`src/rtl/mem_arbiter.sv`:
```
// mem_arbiter: shares one registered memory port between the I-cache and D-cache,
// granting one transaction at a time with round-robin tie-breaking.
module mem_arbiter #(
    parameter int ADDR_W = 28,
    parameter int DATA_W = 128
) (
    input  logic              clk,
    input  logic              proc_reset,
    input  logic              i_read,
    input  logic              i_write,
    input  logic [ADDR_W-1:0] i_addr,
    input  logic [DATA_W-1:0] i_wdata,
    output logic [DATA_W-1:0] i_rdata,
    output logic              i_ready,
    input  logic              d_read,
    input  logic              d_write,
    input  logic [ADDR_W-1:0] d_addr,
    input  logic [DATA_W-1:0] d_wdata,
    output logic [DATA_W-1:0] d_rdata,
    output logic              d_ready,
    output logic              mem_read,
    output logic              mem_write,
    output logic [ADDR_W-1:0] mem_addr,
    output logic [DATA_W-1:0] mem_wdata,
    input  logic [DATA_W-1:0] mem_rdata,
    input  logic              mem_ready,
    output logic [1:0]        grant
);
    typedef enum logic [1:0] {IDLE, BUSY, COOL} state_t;
    state_t state;
    logic owner, last;
    logic i_pend, d_pend, pick_d;
    always_comb begin
        i_pend = i_read | i_write;
        d_pend = d_read | d_write;
        // On a tie the side that was not served last wins
        pick_d = d_pend & (~i_pend | ~last);
    end
    assign i_rdata = mem_rdata;
    assign d_rdata = mem_rdata;
    assign i_ready = (state == BUSY) & ~owner & mem_ready;
    assign d_ready = (state == BUSY) & owner & mem_ready;
    always_ff @(posedge clk or posedge proc_reset) begin
        if (proc_reset) begin
            state     <= IDLE;
            owner     <= 1'b0;
            last      <= 1'b0;
            mem_read  <= 1'b0;
            mem_write <= 1'b0;
            mem_addr  <= '0;
            mem_wdata <= '0;
            grant     <= 2'b00;
        end else begin
            case (state)
                IDLE: if (i_pend | d_pend) begin
                    owner     <= pick_d;
                    mem_addr  <= pick_d ? d_addr : i_addr;
                    mem_wdata <= pick_d ? d_wdata : i_wdata;
                    mem_write <= pick_d ? d_write : i_write;
                    mem_read  <= pick_d ? d_read & ~d_write : i_read & ~i_write;
                    grant     <= pick_d ? 2'b10 : 2'b01;
                    state     <= BUSY;
                end
                BUSY: if (mem_ready) begin
                    mem_read  <= 1'b0;
                    mem_write <= 1'b0;
                    last      <= owner;
                    state     <= COOL;
                end
                COOL: begin
                    grant <= 2'b00;
                    state <= IDLE;
                end
                default: state <= IDLE;
            endcase
        end
    end
endmodule
```
`config.mk`:
```
export PLATFORM = sky130hd
export DESIGN_NAME = mem_arbiter
export DESIGN_NICKNAME = d
export VERILOG_FILES = /design/src/rtl/mem_arbiter.sv
export SDC_FILE = /design/constraint.sdc
export NUM_CORES = 1
export LEC_CHECK = 0
export BUFFER_PORTS_ARGS = -buffer_cell sky130_fd_sc_hd__buf_2
export CAP_MARGIN = 15
export CORE_AREA = 2 2 335 337
export DETAILED_ROUTE_END_ITERATION = 10
export DIE_AREA = 0 0 337 339
export PLACE_DENSITY = 0.3
export REMOVE_ABC_BUFFERS = 1
export SKIP_CTS_REPAIR_TIMING = 1
export SYNTH_ARGS = -nofsm -noshare
export SYNTH_HDL_FRONTEND = slang
export SYNTH_SLANG_ARGS = --single-unit
```
`constraint.sdc`:
```
create_clock -name clk -period 6 [get_ports clk]
set_input_delay 0.9 -clock clk [delete_from_list [all_inputs] [get_ports clk]]
set_output_delay 0.9 -clock clk [all_outputs]
set_load 0.05 [all_outputs]
```
==> summary.txt <==
Outcome
  • Run status: finished clean

STA
  • Final Hold Viols: 0
  • RSZ-0062 raised after global routing: no
  • Slew margin rel.: 35.7%
  • Setup violations, final: 0
  • Worst-Margin Slew: 0.964 ns
  • Max Transition Viols Final: 0
  • Post-layout min period: 2.62 ns
  • Worst Skew: 0.0227 ns
  • Fmax: between 300 and 400 MHz
  • Final worst-path cycle share: 43.7%

Layout
  • Layout area overhead: 27.9%
  • Most frequent cells in the layout: 480 x buf_2, 164 x dfrtp_1, 102 x a221o_1
  • Fin util: 11.3%
  • Final std cells w/o fill: about 2500
  • Fin nets: 1459
  • Most common cell after layout, fill and taps aside: buf_2
  • Share of cells above drive strength 1: between 60% and 70%

Critical path
  • R2R cell count: 5
  • CP max stage delay: 0.42 ns
  • Worst EP required: approximately 5.1 ns
  • CP arrival: ~1.7 ns
  • RR Endpoint: mem_addr[22]$_DFFE_PP0P_
  • Critical path class: flop to output port
  • Critical-path cell list: nand3b_1 > nor2_1 > buf_2
  • Reg-to-reg slack, setup: 3.44 ns
  • Kind of cell adding the most delay to the critical path: simple AND/OR/NAND/NOR gates
  • CP max-delay cell: dfrtp_1
  • CP Max Fanout: 6
  • Worst setup EP type: output port
  • Worst path bufs/invs: 1
  • Worst R2R Start: state[0]$_DFFE_PP0P_
  • Startpoint Class: flop

Logic synthesis
  • Adder-cell share of the synthesized area: 0%
  • Post-synthesis compound-gate area fraction: 33.3%
  • Cells after Synth: 830
  • Synthesis Warnings: 0
  • Post-synthesis simple-gate area fraction: less than 1%
  • Main combinational cell family by area after synthesis: compound AO/OA/AOI/OAI gates
  • Mux cell area share after synthesis: 0%
  • #FFs+latches synth: about 160
  • Post-synthesis cell area: 9780 um^2
  • Yosys cell types: 26
  • Register area share after synthesis: 42.0%
  • Post-Synth XOR/XNOR Area: 0%
  • Syn avg cell area: 11.8 um^2

GRT
  • Initial antenna violation count: 14
  • GRT Total Usage: 16.4%
  • Number of global-route vias before repair: 8913
  • Pin count of the biggest net entering global routing: 110
  • Grt ovf: 0
  • First-pass GRT wire length: 117000 um

Placed design
  • Cell total after placement: 2481
  • GP Congestion: 0.841
  • Port Buffer Count: 480
  • Post-DP HPWL: 77900 um

CTS
  • Root Buffer: clkbuf_16
  • Clock slew at reported path FFs: about 0.070 ns
  • CTS tree: done
  • CTS Sinks: 164
  • Worst skew pair latency: 0.52 ns
  • H-tree levels: 4
  • CTS max path bufs: 2
  • Num CTS Buffers: 17

Detailed routing
  • Routed len/inst: 38.0 um
  • Routed wl met3: roughly 23000 um
  • Routed vias/inst: 3.41
  • Final WL: about 96000 um
  • ANT nets after route: 0
  • DRC: 0
  • Top layer in use: met5
  • Iteration-0 DRC Markers: a little over 700
  • Wl on met1: 32300 um
  • Via count: 8586
  • First-pass DRT Iterations: 5
  • Routed length on met2: around 36000 um

Floorplan
  • Die Span X: 337 um
  • Starting Density: under 10%
  • Full die area: 114000 um^2
  • Row count: 122
  • Ports: 865
  • Core ar.: 110000 um^2
  • Die height: 339 um

Power and ir drop
  • Internal power: around 0.0038 W
  • Sw frac: a little over half
  • Clk pwr share: 15.7%
  • P_leak: 5.45 nW
  • Combinational Power Share: 60.1%
  • Pwr dens: 650 nW/um^2
  • NetSw: around 0.0044 W
  • Sequential power share: 24.1%
  • Worst vdd ir: 0.316 mV

Worst hold path
  • Worst min path class: input pin to asynchronous set/reset pin

Flow run
  • Max Cap Viol: 0
## layer usage
| metal | GRT usage [%] | vias up |
|---|---|---|
| li1 | - | 3210 |
| met1 | 15.2 | 4149 |
| met2 | 21.1 | 1084 |
| met3 | 19.7 | 105 |
| met4 | 4.74 | 38 |
| met5 | 12.0 | - |
## metrics by stage
stage / setup TNS [ns] / worst slack [ns] / area (um^2) / hold slack (ns) / power [W]
after global routing: 0 / 3.23 / 12500 / 0.468 / 0.00857
after floorplan: -357.31 / -2.30 / 7440 / 0.473 / 0.00537
after CTS: 0 / 3.31 / 12500 / 0.451 / 0.00827
after global placement: 0 / 3.08 / 11900 / 0.459 / 0.00692
final: 0 / 3.38 / 12500 / 0.425 / 0.00813
after detailed placement: 0 / 3.04 / 11900 / 0.469 / 0.00691
## worst register-to-register path, stage by stage, from the launching register on
cell,delay (ns)
dfrtp_1,0.43
nor2_4,0.21
buf_12,0.46
buf_4,0.77
a21boi_0,0.27
a221o_1,0.31
## power groups by stage
stage | combinational [W] | sequential, W | clock, W
after floorplan | 0.00163 | 0.00374 | 0
after global placement | 0.00494 | 0.00197 | 0
after detailed placement | 0.00495 | 0.00196 | 0
after CTS | 0.00496 | 0.00197 | 0.00135
after global routing | 0.00517 | 0.00203 | 0.00138
final | 0.00489 | 0.00196 | 0.00128
## worst max-delay path by stage
stage | start | to | depth (start not counted)
after floorplan | state[0]$_DFFE_PP0P_ | mem_addr[0]$_DFFE_PP0P_ | 3
after global placement | i_read | mem_wdata[19]$_DFFE_PP0P_ | 5
after detailed placement | i_write | mem_addr[22]$_DFFE_PP0P_ | 5
after CTS | state[1]$_DFFE_PP0P_ | d_ready | 3
after global routing | state[1]$_DFFE_PP0P_ | d_ready | 3
final | state[1]$_DFFE_PP0P_ | d_ready | 3
## logic make-up (layout without fill, tap and decap cells)
kind of cell / Yosys count / after routing
simple gates: 13 / 13
flops: 164 / 164
other cells: 0 / 5
compound gates: 324 / 324
buf+inv: 329 / 524
## cell usage after synthesis (all sizes together)
cell / n / area, um^2
buf: 298 / 2230
dfrtp: 164 / 4100
a21boi: 158 / 1550
a221o: 156 / 1630
clkbuf: 28 / 105
a21o: 4 / 30.0
nor2: 4 / 17.5
inv: 3 / 11.3
nand2: 3 / 11.3
o21ai: 3 / 15.0
nand2b: 2 / 12.5
and2: 1 / 6.26
and3b: 1 / 8.76
nand3b: 1 / 7.51
o21bai: 1 / 7.51
o221a: 1 / 11.3
o221ai: 1 / 8.76
or4: 1 / 7.51
## flip-flops by register name, summed over array words and instances, names as in the netlist
signal and count:
mem_addr 28, mem_read 1, mem_write 1, mem_wdata 128
last 1, owner 1, grant 2, state 2
## final cells by class
| cell class | instances | area, um^2 |
|---|---|---|
| inverters | 3 | 18.8 |
| clock inverters | 12 | 166 |
| well taps | 1488 | 1860 |
| multi-input cells | 337 | 3350 |
| flip-flops and latches | 164 | 4100 |
| clock buffers | 20 | 457 |
| repair buffers | 489 | 2530 |
| diodes | 5 | 12.5 |
| fillers | 12672 | 97900 |
(Power assumes the default switching activity.)
